$ cat config.mk
export PLATFORM = sky130hd
export DESIGN_NAME = tt_phase_sequencer
export DESIGN_NICKNAME = d
export VERILOG_FILES = /design/src/rtl/tt_seq_pkg.sv /design/src/rtl/tt_seq_dwell_counter.sv /design/src/rtl/tt_phase_sequencer.sv
export SDC_FILE = /design/constraint.sdc
export NUM_CORES = 1
export LEC_CHECK = 0
export ABC_CLOCK_PERIOD_IN_PS = 4800
export CAP_MARGIN = 30
export CORE_MARGIN = 1.5
export CORE_UTILIZATION = 35
export DETAILED_ROUTE_END_ITERATION = 8
export PLACE_DENSITY = 0.59
export SKIP_CTS_REPAIR_TIMING = 1
export SLEW_MARGIN = 30
export SYNTH_ARGS = -nofsm -noshare
export SYNTH_HDL_FRONTEND = slang
export SYNTH_SLANG_ARGS = --single-unit
$ cat constraint.sdc
create_clock -name io_in -period 4.8 [get_ports io_in]
set_input_delay 0.96 -clock io_in [delete_from_list [all_inputs] [get_ports io_in]]
set_output_delay 0.96 -clock io_in [all_outputs]
set_load 0.01 [all_outputs]
$ cat src/rtl/tt_seq_pkg.sv
// Shared definitions for the phase sequencer: FSM state encoding, phase-width
// helper and the bit positions of the packed io_out bus.
package tt_seq_pkg;

  typedef enum logic [1:0] {
    IDLE = 2'd0,
    RUN  = 2'd1,
    HOLD = 2'd2
  } seq_state_e;

  // io_out bit positions; the phase field occupies [OUT_PHASE_MSB:OUT_PHASE_LSB]
  localparam int OUT_PHASE_LSB = 0;
  localparam int OUT_PHASE_MSB = 2;
  localparam int OUT_STEP      = 3;
  localparam int OUT_REQ_PEND  = 4;
  localparam int OUT_RUNNING   = 5;
  localparam int OUT_WRAP      = 6;
  localparam int OUT_HELD      = 7;

  // Width of the phase register; never narrower than one bit.
  function automatic int phase_w(input int phases);
    return (phases <= 2) ? 1 : $clog2(phases);
  endfunction

endpackage

$ cat src/rtl/tt_seq_dwell_counter.sv
// Loadable dwell down-counter. Freeze has priority over load, load over
// decrement; the count stops at zero and tc flags the terminal count.
module tt_seq_dwell_counter #(
  parameter int CNT_W = 4
) (
  input  logic             clk,
  input  logic             rst_n,
  input  logic             load,
  input  logic             dec,
  input  logic             freeze,
  input  logic [CNT_W-1:0] load_val,
  output logic             tc
);

  logic [CNT_W-1:0] cnt;

  // Counter register: frozen, reloaded or decremented toward zero.
  // NOTE: sequential state uses non-blocking assignments so every register
  // samples pre-edge values regardless of process ordering.
  always_ff @(posedge clk or negedge rst_n) begin
    if (!rst_n) begin
      cnt <= '0;
    end else if (!freeze) begin
      if (load) begin
        cnt <= load_val;
      end else if (dec && (cnt != '0)) begin
        cnt <= cnt - CNT_W'(1);
      end
    end
  end

  assign tc = (cnt == '0);

endmodule

$ cat src/rtl/tt_phase_sequencer.sv
// Phase sequencer: steps through PHASES phases, each lasting DWELL+ext clocks,
// with a sticky skip-to-phase-0 request and a run/hold control.
// Build option: define SEQ_GRAY_OUT_EN to present the phase index on
// io_out[2:0] as Gray code instead of plain binary.
module tt_phase_sequencer
  import tt_seq_pkg::*;
#(
  parameter int PHASES = 4,
  parameter int DWELL  = 3,
  parameter int CNT_W  = 4
) (
  input  logic [7:0] io_in,
  output logic [7:0] io_out
);

  localparam int PW = phase_w(PHASES);
  localparam logic [PW-1:0] LAST_PHASE = PW'(PHASES - 1);

  logic       clk;
  logic       rst_n;
  logic       run;
  logic       req;
  logic       dir;
  logic [2:0] ext;

  assign clk   = io_in[0];
  assign rst_n = io_in[1];
  assign run   = io_in[2];
  assign req   = io_in[3];
  assign dir   = io_in[4];
  assign ext   = io_in[7:5];

  seq_state_e       state_q, state_d;
  logic [PW-1:0]    phase_q, phase_d;
  logic             req_pend_q, req_pend_d;
  logic             step_d, wrap_d;
  logic             cnt_load, cnt_dec, cnt_freeze, cnt_tc;
  logic [CNT_W-1:0] load_val;
  logic [PW-1:0]    phase_adv;
  logic [2:0]       phase_bin, phase_enc;
  logic [7:0]       out_d, out_q;

  // Reload value is re-sampled from ext at every load.
  assign load_val = CNT_W'(DWELL - 1) + CNT_W'(ext);

  // Neighbouring phase in the selected direction, wrapping modulo PHASES.
  assign phase_adv = dir ? ((phase_q == '0) ? LAST_PHASE : phase_q - PW'(1))
                         : ((phase_q == LAST_PHASE) ? '0 : phase_q + PW'(1));

  tt_seq_dwell_counter #(.CNT_W(CNT_W)) u_dwell (
    .clk      (clk),
    .rst_n    (rst_n),
    .load     (cnt_load),
    .dec      (cnt_dec),
    .freeze   (cnt_freeze),
    .load_val (load_val),
    .tc       (cnt_tc)
  );

  // Next-state, counter control and strobe decode.
  // NOTE: every signal assigned here gets a default first so no path leaves
  // one unassigned, which would otherwise infer a latch.
  always_comb begin
    state_d    = state_q;
    phase_d    = phase_q;
    req_pend_d = req_pend_q;
    cnt_load   = 1'b0;
    cnt_dec    = 1'b0;
    cnt_freeze = 1'b0;
    step_d     = 1'b0;
    unique case (state_q)
      IDLE: begin
        req_pend_d = req_pend_q | req;
        if (run) begin
          state_d  = RUN;
          phase_d  = '0;
          cnt_load = 1'b1;
        end
      end
      RUN: begin
        if (!run) begin
          // Everything frozen, pending request left for later.
          state_d    = HOLD;
          cnt_freeze = 1'b1;
        end else if (req_pend_q) begin
          // Serve the pending request; a new req this cycle re-arms it.
          cnt_load   = 1'b1;
          req_pend_d = req;
          if (phase_q != '0) begin
            phase_d = '0;
            step_d  = 1'b1;
          end
        end else begin
          req_pend_d = req;
          if (cnt_tc) begin
            phase_d  = phase_adv;
            cnt_load = 1'b1;
            step_d   = 1'b1;
          end else begin
            cnt_dec = 1'b1;
          end
        end
      end
      HOLD: begin
        cnt_freeze = 1'b1;
        if (req) begin
          state_d    = IDLE;
          phase_d    = '0;
          req_pend_d = 1'b0;
        end else if (run) begin
          state_d = RUN;
        end
      end
      default: begin
        state_d    = IDLE;
        phase_d    = '0;
        req_pend_d = 1'b0;
      end
    endcase
    wrap_d = (phase_d == '0) && (phase_q != '0);
  end

  // Output encoding of the next phase, so the io_out register holds it directly.
  assign phase_bin = 3'(phase_d);
`ifdef SEQ_GRAY_OUT_EN
  assign phase_enc = phase_bin ^ (phase_bin >> 1);
`else
  assign phase_enc = phase_bin;
`endif

  // Assemble the registered output word from next-state values.
  always_comb begin
    out_d                              = '0;
    out_d[OUT_PHASE_MSB:OUT_PHASE_LSB] = phase_enc;
    out_d[OUT_STEP]                    = step_d;
    out_d[OUT_REQ_PEND]                = req_pend_d;
    out_d[OUT_RUNNING]                 = (state_d == RUN);
    out_d[OUT_WRAP]                    = wrap_d;
    out_d[OUT_HELD]                    = (state_d == HOLD);
  end

  // State and output registers.
  always_ff @(posedge clk or negedge rst_n) begin
    if (!rst_n) begin
      state_q    <= IDLE;
      phase_q    <= '0;
      req_pend_q <= 1'b0;
      out_q      <= '0;
    end else begin
      state_q    <= state_d;
      phase_q    <= phase_d;
      req_pend_q <= req_pend_d;
      out_q      <= out_d;
    end
  end

  assign io_out = out_q;

endmodule
==> results of run 1 <==
cells in the final DEF, fill, tap and decap left out, types with 2 or more instances in the layout:
master                            Yosys  final
sky130_fd_sc_hd__a21oi_1              8      8
sky130_fd_sc_hd__a21oi_4              2      2
sky130_fd_sc_hd__a311o_1              2      2
sky130_fd_sc_hd__a31oi_1              2      2
sky130_fd_sc_hd__clkbuf_1             0     17
sky130_fd_sc_hd__clkbuf_4             0     73
sky130_fd_sc_hd__clkbuf_8             0      2
sky130_fd_sc_hd__clkdlybuf4s50_1      0      7
sky130_fd_sc_hd__clkinv_1             0      2
sky130_fd_sc_hd__dfrtp_1             13     13
sky130_fd_sc_hd__ha_1                 9      9
sky130_fd_sc_hd__inv_1                8     11
sky130_fd_sc_hd__mux2i_1              4      4
sky130_fd_sc_hd__nand2_1              7      7
sky130_fd_sc_hd__nand2b_1             2      2
sky130_fd_sc_hd__nand3_1              2      2
sky130_fd_sc_hd__nand4_1              2      2
sky130_fd_sc_hd__nor2_1               3      3
sky130_fd_sc_hd__nor2b_1              2      2
sky130_fd_sc_hd__o21ai_0              4      4
final cells by class:
| class | count | area (sq um) |
|---|---|---|
| sequential | 13 | 325 |
| timing repair buffer | 7 | 70.1 |
| inverter | 7 | 26.3 |
| clock buffer | 92 | 639 |
| multi-input combinational | 73 | 553 |
| clock inverter | 7 | 27.5 |
| tap | 30 | 37.5 |
| fill | 212 | 843 |
routing by layer:
| layer | vias to the layer above | track usage [%] |
|---|---|---|
| met5 | - | 4.17 |
| met4 | 0 | 61.8 |
| met3 | 76 | 39.8 |
| met2 | 152 | 38.1 |
| met1 | 589 | 17.9 |
| li1 | 540 | - |
sequential cells by signal, summed over array words and instances (netlist names):
name,cells
io_out,6
phase_q,1
state_q,2
u_dwell.cnt,4
cells by family (layout without fill, tap and decap cells):
logic type      after synthesis  after routing  share of synthesized area, %
mux                           6              6                          6.61
flops                        13             13                          34.3
other cells                   1              1                         0.396
xor+xnor                      1              1                         0.925
compound gates               28             28                          21.5
buf+inv                      13            113                          7.26
simple gates                 28             28                          17.0
fa+ha+maj                     9              9                          11.9
path summary, 6_finish.rpt:
check | from | endpoint
min in group io_in | io_in[5] | u_dwell.cnt[0]
setup reg to reg | state_q[0] | io_out[7]
max in group asynchronous | io_in[1] | state_q[1]
setup / recovery | io_in[3] | io_out[6]
hold / removal | io_in[1] | io_out[4]
hold reg to reg | u_dwell.cnt[1] | u_dwell.cnt[1]
report_power, final:
part / switching [mW] / internal, mW / leakage (nW)
logic: 0.000350 / 0 / 0.137
registers: 0 / 0.121 / 0.186
clock network: 0.715 / 0.928 / 0.520
worst register-to-register path: stages, from the launching register on:
cell                       delay (ns)
sky130_fd_sc_hd__dfrtp_1         0.43
sky130_fd_sc_hd__inv_1           0.08
sky130_fd_sc_hd__ha_1            0.26
sky130_fd_sc_hd__nor2b_1         0.15
sky130_fd_sc_hd__clkbuf_4        0.14
sky130_fd_sc_hd__clkbuf_4        0.14
sky130_fd_sc_hd__o31ai_1         0.28
sky130_fd_sc_hd__clkbuf_4        0.21
sky130_fd_sc_hd__clkbuf_4        0.12
sky130_fd_sc_hd__a21oi_1         0.06
sky130_fd_sc_hd__clkbuf_4        0.17
sky130_fd_sc_hd__clkbuf_4        0.13
sky130_fd_sc_hd__a211oi_1        0.20
==> insert_results.sql, run 1 <==
INSERT INTO impl_metrics (metric_group, metric, value, unit) VALUES
('run_status', 'failed_checks', 'design-rule violations, negative hold slack', ''),
('sta', 'slew_viol_final', '0', ''),
('placed_design', 'placedCellCount', '131', ''),
('sta', 'setup_ws', '1.01', 'ns'),
('route', 'antenna_violating_nets_post_route', '0', ''),
('floorplan', 'initial_utilization', '37.5', '%'),
('floorplan', 'dieWidth', '55.0', 'um'),
('synthesis', 'distinct_cell_type_count_of_the_synthesized_netlist', '42', ''),
('final_layout', 'cell_area_after_layout', '0.00168', 'sq mm'),
('route', 'post-route-drc-count', '175', ''),
('cts', 'clk-insertion-delay-late', '0.31', 'ns'),
('setup_path', 'path_common_cell', 'sky130_fd_sc_hd__clkbuf_4', ''),
('placed_design', 'io_buffers', '7', ''),
('setup_path', 'worst-endpoint-required', '4.99', 'ns'),
('cts', 'tritoncts_clock_tree', 'built', ''),
('synthesis', 'ys_seq_area_share', '34.3', '%'),
('route', 'routedWlPerCell', '19.8', 'um'),
('setup_path', 'r2r.worst_path.cells', '12', ''),
('final_layout', 'fin_nets', '196', ''),
('setup_path', 'reg2reg_setup_slack', '2.34', 'ns'),
('grt', 'grt_max_degree', '11', ''),
('setup_path', 'slowest_stage', 'sky130_fd_sc_hd__o311ai_1', ''),
('floorplan', 'io_pins', '16', ''),
('synthesis', 'synth_most_common_cell', 'sky130_fd_sc_hd__dfrtp_1', ''),
('sta', 'finalSetupTns', '0', 'ns'),
('setup_path', 'cp-end-kind', 'flop', ''),
('route', 'sum_of_routed_wire_segments_on_met1', '1450', 'um'),
('synthesis', 'syn_area', '947', 'sq um'),
('setup_path', 'cp_max_fo', '3', ''),
('synthesis', 'post_synth_main_area_contributors', 'sky130_fd_sc_hd__dfrtp_1 (34%), sky130_fd_sc_hd__ha_1 (12%), sky130_fd_sc_hd__a21oi_1 (4.2%), sky130_fd_sc_hd__mux2i_1 (4.2%), sky130_fd_sc_hd__a21oi_4 (3.4%)', ''),
('placed_design', 'pre_cts_ws', '1.60', 'ns'),
('synthesis', 'synth-edff-count', '0', ''),
('grt', 'first_pass_grt_wire_length', '6920', 'um'),
('route', 'drt-total-wl', '4550', 'um'),
('setup_path', 'critical_path.n_buffers_inverters', '8', ''),
('grt', 'groute.usage.overall', '33.9', '%'),
('route', 'route.vias.total', '1357', ''),
('route', 'drtIter0Drc', '321', ''),
('placed_design', 'post_dp_cell_area', '0.00102', 'sq mm'),
('placed_design', 'dp.final_hpwl', '1450', 'um'),
('synthesis', 'ys_warn_count', '0', ''),
('power_and_ir_drop', 'total_power', '1.76', 'mW'),
('sta', 'final_skew', '0.00579', 'ns'),
('route', 'met2RoutedLength', '1940', 'um'),
('grt', 'vias_in_the_first_global_route', '1970', ''),
('setup_path', 'slowest_delay', '0.22', 'ns'),
('sta', 'hold_slack', '-0.361', 'ns'),
('run_status', 'run_status', 'finished with violations', ''),
('sta', 'grt_setup_unrepaired', 'no', ''),
('grt', 'antenna_found_initial', '0', ''),
('floorplan', 'number_of_placement_rows', '18', ''),
('route', 'drt_first_pass_iters', '9', ''),
('route', 'maxUsedRoutingLayer', 'met4', ''),
('final_layout', 'antennaDiodeCount', '0', ''),
('setup_path', 'path_cells', 'clkbuf_4 > clkbuf_4 > nor2b_1 > clkbuf_4 > clkbuf_4 > a21oi_1 > clkbuf_4 > clkbuf_4 > o311ai_1 > clkbuf_4 > clkbuf_4 > a21oi_1', ''),
('floorplan', 'die_height', '55.0', 'um'),
('synthesis', 'post-synth-top-area-cell', 'sky130_fd_sc_hd__dfrtp_1', ''),
('synthesis', 'postSynth.topFlopCell', 'sky130_fd_sc_hd__dfrtp_1', ''),
('synthesis', 'async_flop_share', '100', '%'),
('placed_design', 'final_weighted_congestion_in_routability_driven_placement', '0.822', ''),
('final_layout', 'finalCoreUtilization', '66.6', '%'),
('final_layout', 'drive_gt1_share', '40.7', '%'),
('setup_path', 'timing.critical_path.max_delay_family', 'buffers and inverters', ''),
('setup_path', 'crit_type', 'clk -> reg', ''),
('worst_hold_path', 'min_path_type', 'clk -> async', ''),
('route', 'route.met3.wl', '657', 'um'),
('synthesis', 'ys_ff_latch', '13', ''),
('run', 'drv.max_cap_violation_count', '0', ''),
('final_layout', 'area_added_between_synthesis_and_finish', '77.3', '%'),
('grt', 'overflow', '0', ''),
('sta', 'final_hold_fails', '14', '');
Power figures use the tool's default switching activity.
==> run 2, diff against run 1 <==
--- a/config.mk
+++ b/config.mk
@@ -5,7 +5,7 @@
 export SDC_FILE = /design/constraint.sdc
 export NUM_CORES = 1
 export LEC_CHECK = 0
-export ABC_CLOCK_PERIOD_IN_PS = 4800
+export ABC_CLOCK_PERIOD_IN_PS = 3900
 export CAP_MARGIN = 30
 export CORE_MARGIN = 1.5
 export CORE_UTILIZATION = 35
==> constraint.sdc (replaced) <==
create_clock -name io_in -period 3.9 [get_ports io_in]
set_input_delay 0.78 -clock io_in [delete_from_list [all_inputs] [get_ports io_in]]
set_output_delay 0.78 -clock io_in [all_outputs]
set_load 0.01 [all_outputs]
==> run 2 against run 1 <==
Effect of this change: the flow still finishes with violations (design-rule violations, negative hold slack); core utilization increased by 1.0 points; global-route usage down 3.4 points; critical path depth stayed put; worst setup slack worse by 0.52 ns; sequential share of layout area decreased by 0.30 points; count of clock-buffer cells in the layout is the same; die area unchanged; largest cell class unchanged.
==> insert_results.sql, run 2 (same netlist as run 1, synthesis figures left out) <==
INSERT INTO impl_metrics (metric_group, metric, value, unit) VALUES
('final_layout', 'drive_gt1_share', '41.2', '%'),
('placed_design', 'dp.final_hpwl', '1480', 'um'),
('power_and_ir_drop', 'share_clk_of_total_power', '93.2', '%'),
('route', 'route.vias.total', '1353', ''),
('power_and_ir_drop', 'power.switching', '0.849', 'mW'),
('sta', 'finalSetupTns', '0', 'ns'),
('setup_path', 'reg2reg_setup_slack', '1.48', 'ns'),
('final_layout', 'commonest_cells_after_routing_fill_and_taps_aside', 'sky130_fd_sc_hd__clkbuf_4 (73), sky130_fd_sc_hd__clkbuf_1 (17), sky130_fd_sc_hd__dfrtp_1 (13)', ''),
('run_status', 'failed_checks', 'design-rule violations, negative hold slack', ''),
('setup_path', 'cp-end-kind', 'flop', ''),
('sta', 'final_skew', '0.00243', 'ns'),
('route', 'drt-total-wl', '4220', 'um'),
('setup_path', 'worst-endpoint-arrival', '3.58', 'ns'),
('route', 'post-route-drc-count', '211', ''),
('final_layout', 'area_added_between_synthesis_and_finish', '80.1', '%'),
('cts', 'clk-insertion-delay-late', '0.28', 'ns'),
('setup_path', 'cp_max_fo', '3', ''),
('final_layout', 'final_common_cell', 'sky130_fd_sc_hd__clkbuf_4', ''),
('route', 'drt_first_pass_iters', '9', ''),
('grt', 'groute.usage.overall', '30.5', '%'),
('sta', 'slew_viol_final', '0', ''),
('grt', 'grt_max_degree', '11', ''),
('power_and_ir_drop', 'total_power', '2.21', 'mW'),
('grt', 'first_pass_grt_wire_length', '6330', 'um'),
('final_layout', 'antennaDiodeCount', '0', ''),
('setup_path', 'crit_type', 'clk -> reg', ''),
('floorplan', 'die_height', '55.0', 'um'),
('setup_path', 'worst-endpoint-required', '4.07', 'ns'),
('floorplan', 'io_pins', '16', ''),
('floorplan', 'die-area', '0.00303', 'sq mm'),
('setup_path', 'r2r_startpoint', 'state_q[0]', ''),
('setup_path', 'startpoint_type', 'clock port', ''),
('sta', 'final_hold_fails', '14', ''),
('sta', 'finalSetupViolCount', '0', ''),
('floorplan', 'number_of_placement_rows', '18', ''),
('final_layout', 'finalCoreUtilization', '67.6', '%'),
('final_layout', 'multi_input_comb_area', '553', 'sq um'),
('power_and_ir_drop', 'intPower', '1.36', 'mW'),
('route', 'drtIter0Drc', '285', ''),
('power_and_ir_drop', 'power.sequential.fraction', '6.7', '%'),
('floorplan', 'initial_utilization', '37.5', '%'),
('final_layout', 'finalNonFillerCells', '229', ''),
('run_status', 'run_status', 'finished with violations', ''),
('route', 'antenna_violating_nets_post_route', '0', ''),
('placed_design', 'placedCellCount', '131', ''),
('setup_path', 'r2r.worst_path.cells', '12', ''),
('final_layout', 'sequential_cell_area', '325', 'sq um'),
('route', 'routedWlPerCell', '18.4', 'um'),
('final_layout', 'largest_register_ff_count', '6', ''),
('grt', 'vias_in_the_first_global_route', '1870', ''),
('cts', 'tritoncts_clock_tree', 'built', ''),
('power_and_ir_drop', 'worst_ir_drop_vdd', '0.945', 'mV'),
('sta', 'grt_setup_unrepaired', 'no', ''),
('grt', 'overflow', '0', ''),
('setup_path', 'worst_r2r_endpoint', 'io_out[7]', ''),
('power_and_ir_drop', 'switching_share', '38.5', '%'),
('placed_design', 'io_buffers', '7', ''),
('final_layout', 'fin_nets', '196', ''),
('placed_design', 'final_weighted_congestion_in_routability_driven_placement', '0.817', ''),
('power_and_ir_drop', 'power.leakage', '0.856', 'nW'),
('final_layout', 'filler_instances', '196', ''),
('cts', 'clk_pin_slew_worst_paths', '0.09', 'ns'),
('floorplan', 'core_region_area', '0.00252', 'sq mm'),
('setup_path', 'cp-startpoint', 'io_in[3]', ''),
('floorplan', 'dieWidth', '55.0', 'um'),
('power_and_ir_drop', 'power_per_cell_area', '1290', 'mW/mm^2'),
('run', 'drv.max_cap_violation_count', '0', ''),
('grt', 'antenna_found_initial', '0', ''),
('worst_hold_path', 'min_path_type', 'clk -> async', ''),
('power_and_ir_drop', 'power.combinational.fraction', '0', '%'),
('route', 'detail_route.vias_per_cell', '5.91', ''),
('sta', 'hold_slack', '-0.327', 'ns');
==> run 2: routing by layer <==
metal | part of all wire (%) | vias to the layer above | GRT usage (%)
met3 | 17 | 66 | 40.3
met2 | 43 | 163 | 30.4
met5 | 0 | - | 0
met1 | 31 | 584 | 16.1
li1 | - | 540 | -
met4 | 9.5 | 0 | 57.7
==> run 2: worst max-delay path by stage <==
stage	to	slack (ns)	depth (start not counted)
2_1_floorplan	io_out[7]	1.16	4
3_3_place_gp	io_out[5]	1.15	4
3_5_place_dp	io_out[5]	1.15	4
4_1_cts	io_out[6]	0.47	12
5_1_grt	io_out[6]	0.41	12
6_report	io_out[6]	0.49	12
==> run 2: layout make-up <==
class	instances	share of cell area, %
Clock buffer	92	37.5
Multi-Input combinational cell	73	32.4
Sequential cell	13	19.1
Timing Repair Buffer	7	4.11
Clock inverter	7	3.15
Tap cell	30	2.20
Inverter	7	1.54
==> run 2: stage by stage <==
step | setup WS [ns] | cell area (sq um)
after floorplan | 1.16 | 947
after detailed placement | 1.15 | 1020
after global routing | 0.409 | 1710
after CTS | 0.467 | 1710
after global placement | 1.15 | 1020
final | 0.491 | 1710
==> run 2: power groups by stage <==
| stage | sequential, mW | clock, mW | combinational [mW] |
|---|---|---|---|
| final | 0.149 | 2.06 | 0.000430 |
| after global routing | 0.149 | 2.19 | 0.000495 |
| after floorplan | 0.153 | 0.376 | 0.00116 |
| after CTS | 0.149 | 2.09 | 0.000416 |
| after detailed placement | 0.153 | 0.376 | 0.000416 |
| after global placement | 0.153 | 0.376 | 0.000416 |
==> run 2: critical path, stage by stage <==
cell	delay (ns)
sky130_fd_sc_hd__clkbuf_4	0.12
sky130_fd_sc_hd__clkbuf_4	0.14
sky130_fd_sc_hd__nor2b_1	0.11
sky130_fd_sc_hd__clkbuf_4	0.15
sky130_fd_sc_hd__clkbuf_4	0.14
sky130_fd_sc_hd__a21oi_1	0.05
sky130_fd_sc_hd__clkbuf_4	0.17
sky130_fd_sc_hd__clkbuf_4	0.13
sky130_fd_sc_hd__o311ai_1	0.26
sky130_fd_sc_hd__clkbuf_4	0.21
sky130_fd_sc_hd__clkbuf_4	0.12
sky130_fd_sc_hd__a21oi_1	0.05
==> run 3, diff against run 2 <==
--- a/config.mk
+++ b/config.mk
@@ -5,7 +5,7 @@
 export SDC_FILE = /design/constraint.sdc
 export NUM_CORES = 1
 export LEC_CHECK = 0
-export ABC_CLOCK_PERIOD_IN_PS = 3900
+export ABC_CLOCK_PERIOD_IN_PS = 3210
 export CAP_MARGIN = 30
 export CORE_MARGIN = 1.5
 export CORE_UTILIZATION = 35
==> constraint.sdc (replaced) <==
create_clock -name io_in -period 3.21 [get_ports io_in]
set_input_delay 0.642 -clock io_in [delete_from_list [all_inputs] [get_ports io_in]]
set_output_delay 0.642 -clock io_in [all_outputs]
set_load 0.01 [all_outputs]
==> run 3 against run 2 <==
Effect of this change: critical endpoint is now io_out[7]; sequential power grew 21%; register-to-register slack lost 0.75 ns; first-iteration DRC count shrank 31%; non-clock buffer count is the same; clock skew grew 0.0085 ns; routed wire length grew 3.7%; the flow still finishes with violations (design-rule violations, negative hold slack); critical path type unchanged; critical path depth is the same; die area is the same; flip-flop and latch count is the same; final area shrank 2.1%.
==> insert_results.sql, run 3 (same netlist as run 1, synthesis figures left out) <==
INSERT INTO impl_metrics (metric_group, metric, value, unit) VALUES
('placed_design', 'final_weighted_congestion_in_routability_driven_placement', '0.911', ''),
('worst_hold_path', 'min_path_type', 'clk -> async', ''),
('final_layout', 'drive_gt1_share', '40.2', '%'),
('setup_path', 'startpoint_type', 'clock port', ''),
('floorplan', 'core_region_area', '0.00252', 'sq mm'),
('grt', 'first_pass_grt_wire_length', '6560', 'um'),
('setup_path', 'cp-end-kind', 'flop', ''),
('route', 'antenna_violating_nets_post_route', '0', ''),
('sta', 'hold_slack', '-0.332', 'ns'),
('sta', 'slew_viol_final', '0', ''),
('setup_path', 'worst-endpoint-arrival', '3.15', 'ns'),
('floorplan', 'dieWidth', '55.0', 'um'),
('run', 'drv.max_cap_violation_count', '0', ''),
('run_status', 'run_status', 'finished with violations', ''),
('final_layout', 'filler_instances', '213', ''),
('final_layout', 'commonest_cells_after_routing_fill_and_taps_aside', 'sky130_fd_sc_hd__clkbuf_4 (73), sky130_fd_sc_hd__clkbuf_1 (18), sky130_fd_sc_hd__dfrtp_1 (13)', ''),
('grt', 'groute.usage.overall', '32.1', '%'),
('power_and_ir_drop', 'power_per_cell_area', '1540', 'mW/mm^2'),
('cts', 'tritoncts_clock_tree', 'built', ''),
('power_and_ir_drop', 'total_power', '2.58', 'mW'),
('final_layout', 'largest_register_ff_count', '6', ''),
('setup_path', 'crit_type', 'clk -> reg', ''),
('route', 'routedWlPerCell', '19.1', 'um'),
('grt', 'antenna_found_initial', '0', ''),
('floorplan', 'initial_utilization', '37.5', '%'),
('final_layout', 'area_added_between_synthesis_and_finish', '76.2', '%'),
('setup_path', 'worst-endpoint-required', '3.36', 'ns'),
('final_layout', 'antennaDiodeCount', '0', ''),
('grt', 'overflow', '0', ''),
('sta', 'grt_setup_unrepaired', 'no', ''),
('cts', 'clk_pin_slew_worst_paths', '0.09', 'ns'),
('grt', 'vias_in_the_first_global_route', '1986', ''),
('power_and_ir_drop', 'worst_ir_drop_vdd', '1.04', 'mV'),
('cts', 'clk-insertion-delay-late', '0.29', 'ns'),
('sta', 'finalSetupTns', '0', 'ns'),
('floorplan', 'number_of_placement_rows', '18', ''),
('grt', 'grt_max_degree', '11', ''),
('route', 'post-route-drc-count', '101', ''),
('route', 'drt_first_pass_iters', '9', ''),
('setup_path', 'cp_max_fo', '4', ''),
('power_and_ir_drop', 'power.leakage', '0.837', 'nW'),
('route', 'detail_route.vias_per_cell', '5.93', ''),
('sta', 'finalSetupViolCount', '0', ''),
('placed_design', 'io_buffers', '7', ''),
('run_status', 'failed_checks', 'design-rule violations, negative hold slack', ''),
('sta', 'final_hold_fails', '14', ''),
('floorplan', 'io_pins', '16', ''),
('final_layout', 'fin_nets', '196', ''),
('sta', 'final_skew', '0.0109', 'ns'),
('floorplan', 'die_height', '55.0', 'um'),
('floorplan', 'die-area', '0.00303', 'sq mm'),
('placed_design', 'dp.final_hpwl', '1440', 'um'),
('route', 'route.vias.total', '1358', ''),
('route', 'drtIter0Drc', '196', ''),
('route', 'drt-total-wl', '4370', 'um'),
('final_layout', 'final_common_cell', 'sky130_fd_sc_hd__clkbuf_4', '');
run 3: per-stage QoR:
stage / hold WS (ns) / cell area (sq um) / setup slack [ns] / utilization [%] / std cells
final: -0.332 / 1670 / 0.213 / 66.2 / 229
after global routing: -0.358 / 1670 / 0.130 / 66.2 / 229
after CTS: -0.329 / 1670 / 0.207 / 66.2 / 229
after detailed placement: -0.296 / 1020 / 0.806 / 40.3 / 131
after global placement: -0.296 / 1020 / 0.805 / 40.3 / 131
after floorplan: -0.296 / 947 / 0.816 / - / 99
run 3: power breakdown:
part           switching, mW  leakage (nW)  internal [mW]
registers                  0         0.186          0.181
logic               0.000522         0.137              0
clock network           1.03         0.514           1.37
total                   1.03         0.837           1.55
run 3: layer usage:
layer	vias up	track usage [%]	wire [um]	part of all wire, %
li1	542	-	-	-
met1	596	15.8	1430	33
met2	150	31.7	1800	41
met3	70	43.3	616	14
met4	0	62.2	535	12
met5	-	2.08	0	0
run 3: critical path, cell delays in order:
cell	delay, ns
sky130_fd_sc_hd__clkbuf_4	0.12
sky130_fd_sc_hd__clkbuf_4	0.13
sky130_fd_sc_hd__nor2b_1	0.10
sky130_fd_sc_hd__clkbuf_4	0.15
sky130_fd_sc_hd__clkbuf_4	0.14
sky130_fd_sc_hd__o21ai_0	0.07
sky130_fd_sc_hd__clkbuf_4	0.17
sky130_fd_sc_hd__clkbuf_4	0.14
sky130_fd_sc_hd__a21oi_1	0.19
sky130_fd_sc_hd__clkbuf_4	0.18
sky130_fd_sc_hd__clkbuf_4	0.12
sky130_fd_sc_hd__a211oi_1	0.04
run 3: final timing paths:
path	depth (start not counted)	to	slack (ns)	start
min in group io_in	2	u_dwell.cnt[0]	-0.05	io_in[5]
min reg2reg	2	u_dwell.cnt[1]	0.61	u_dwell.cnt[1]
max reg2reg	12	io_out[7]	0.73	state_q[0]
min	2	io_out[6]	-0.33	io_in[1]
max in group asynchronous	2	io_out[1]	3.41	io_in[1]
max	12	io_out[7]	0.21	io_in[3]
run 3: final cells by class:
class,instances,area [sq um],area share [%]
Clock buffer,92,629,37.7
Clock inverter,7,27.5,1.65
Inverter,7,26.3,1.57
Multi-Input combinational cell,73,553,33.1
Sequential cell,13,325,19.5
Tap cell,30,37.5,2.25
Timing Repair Buffer,7,70.1,4.20
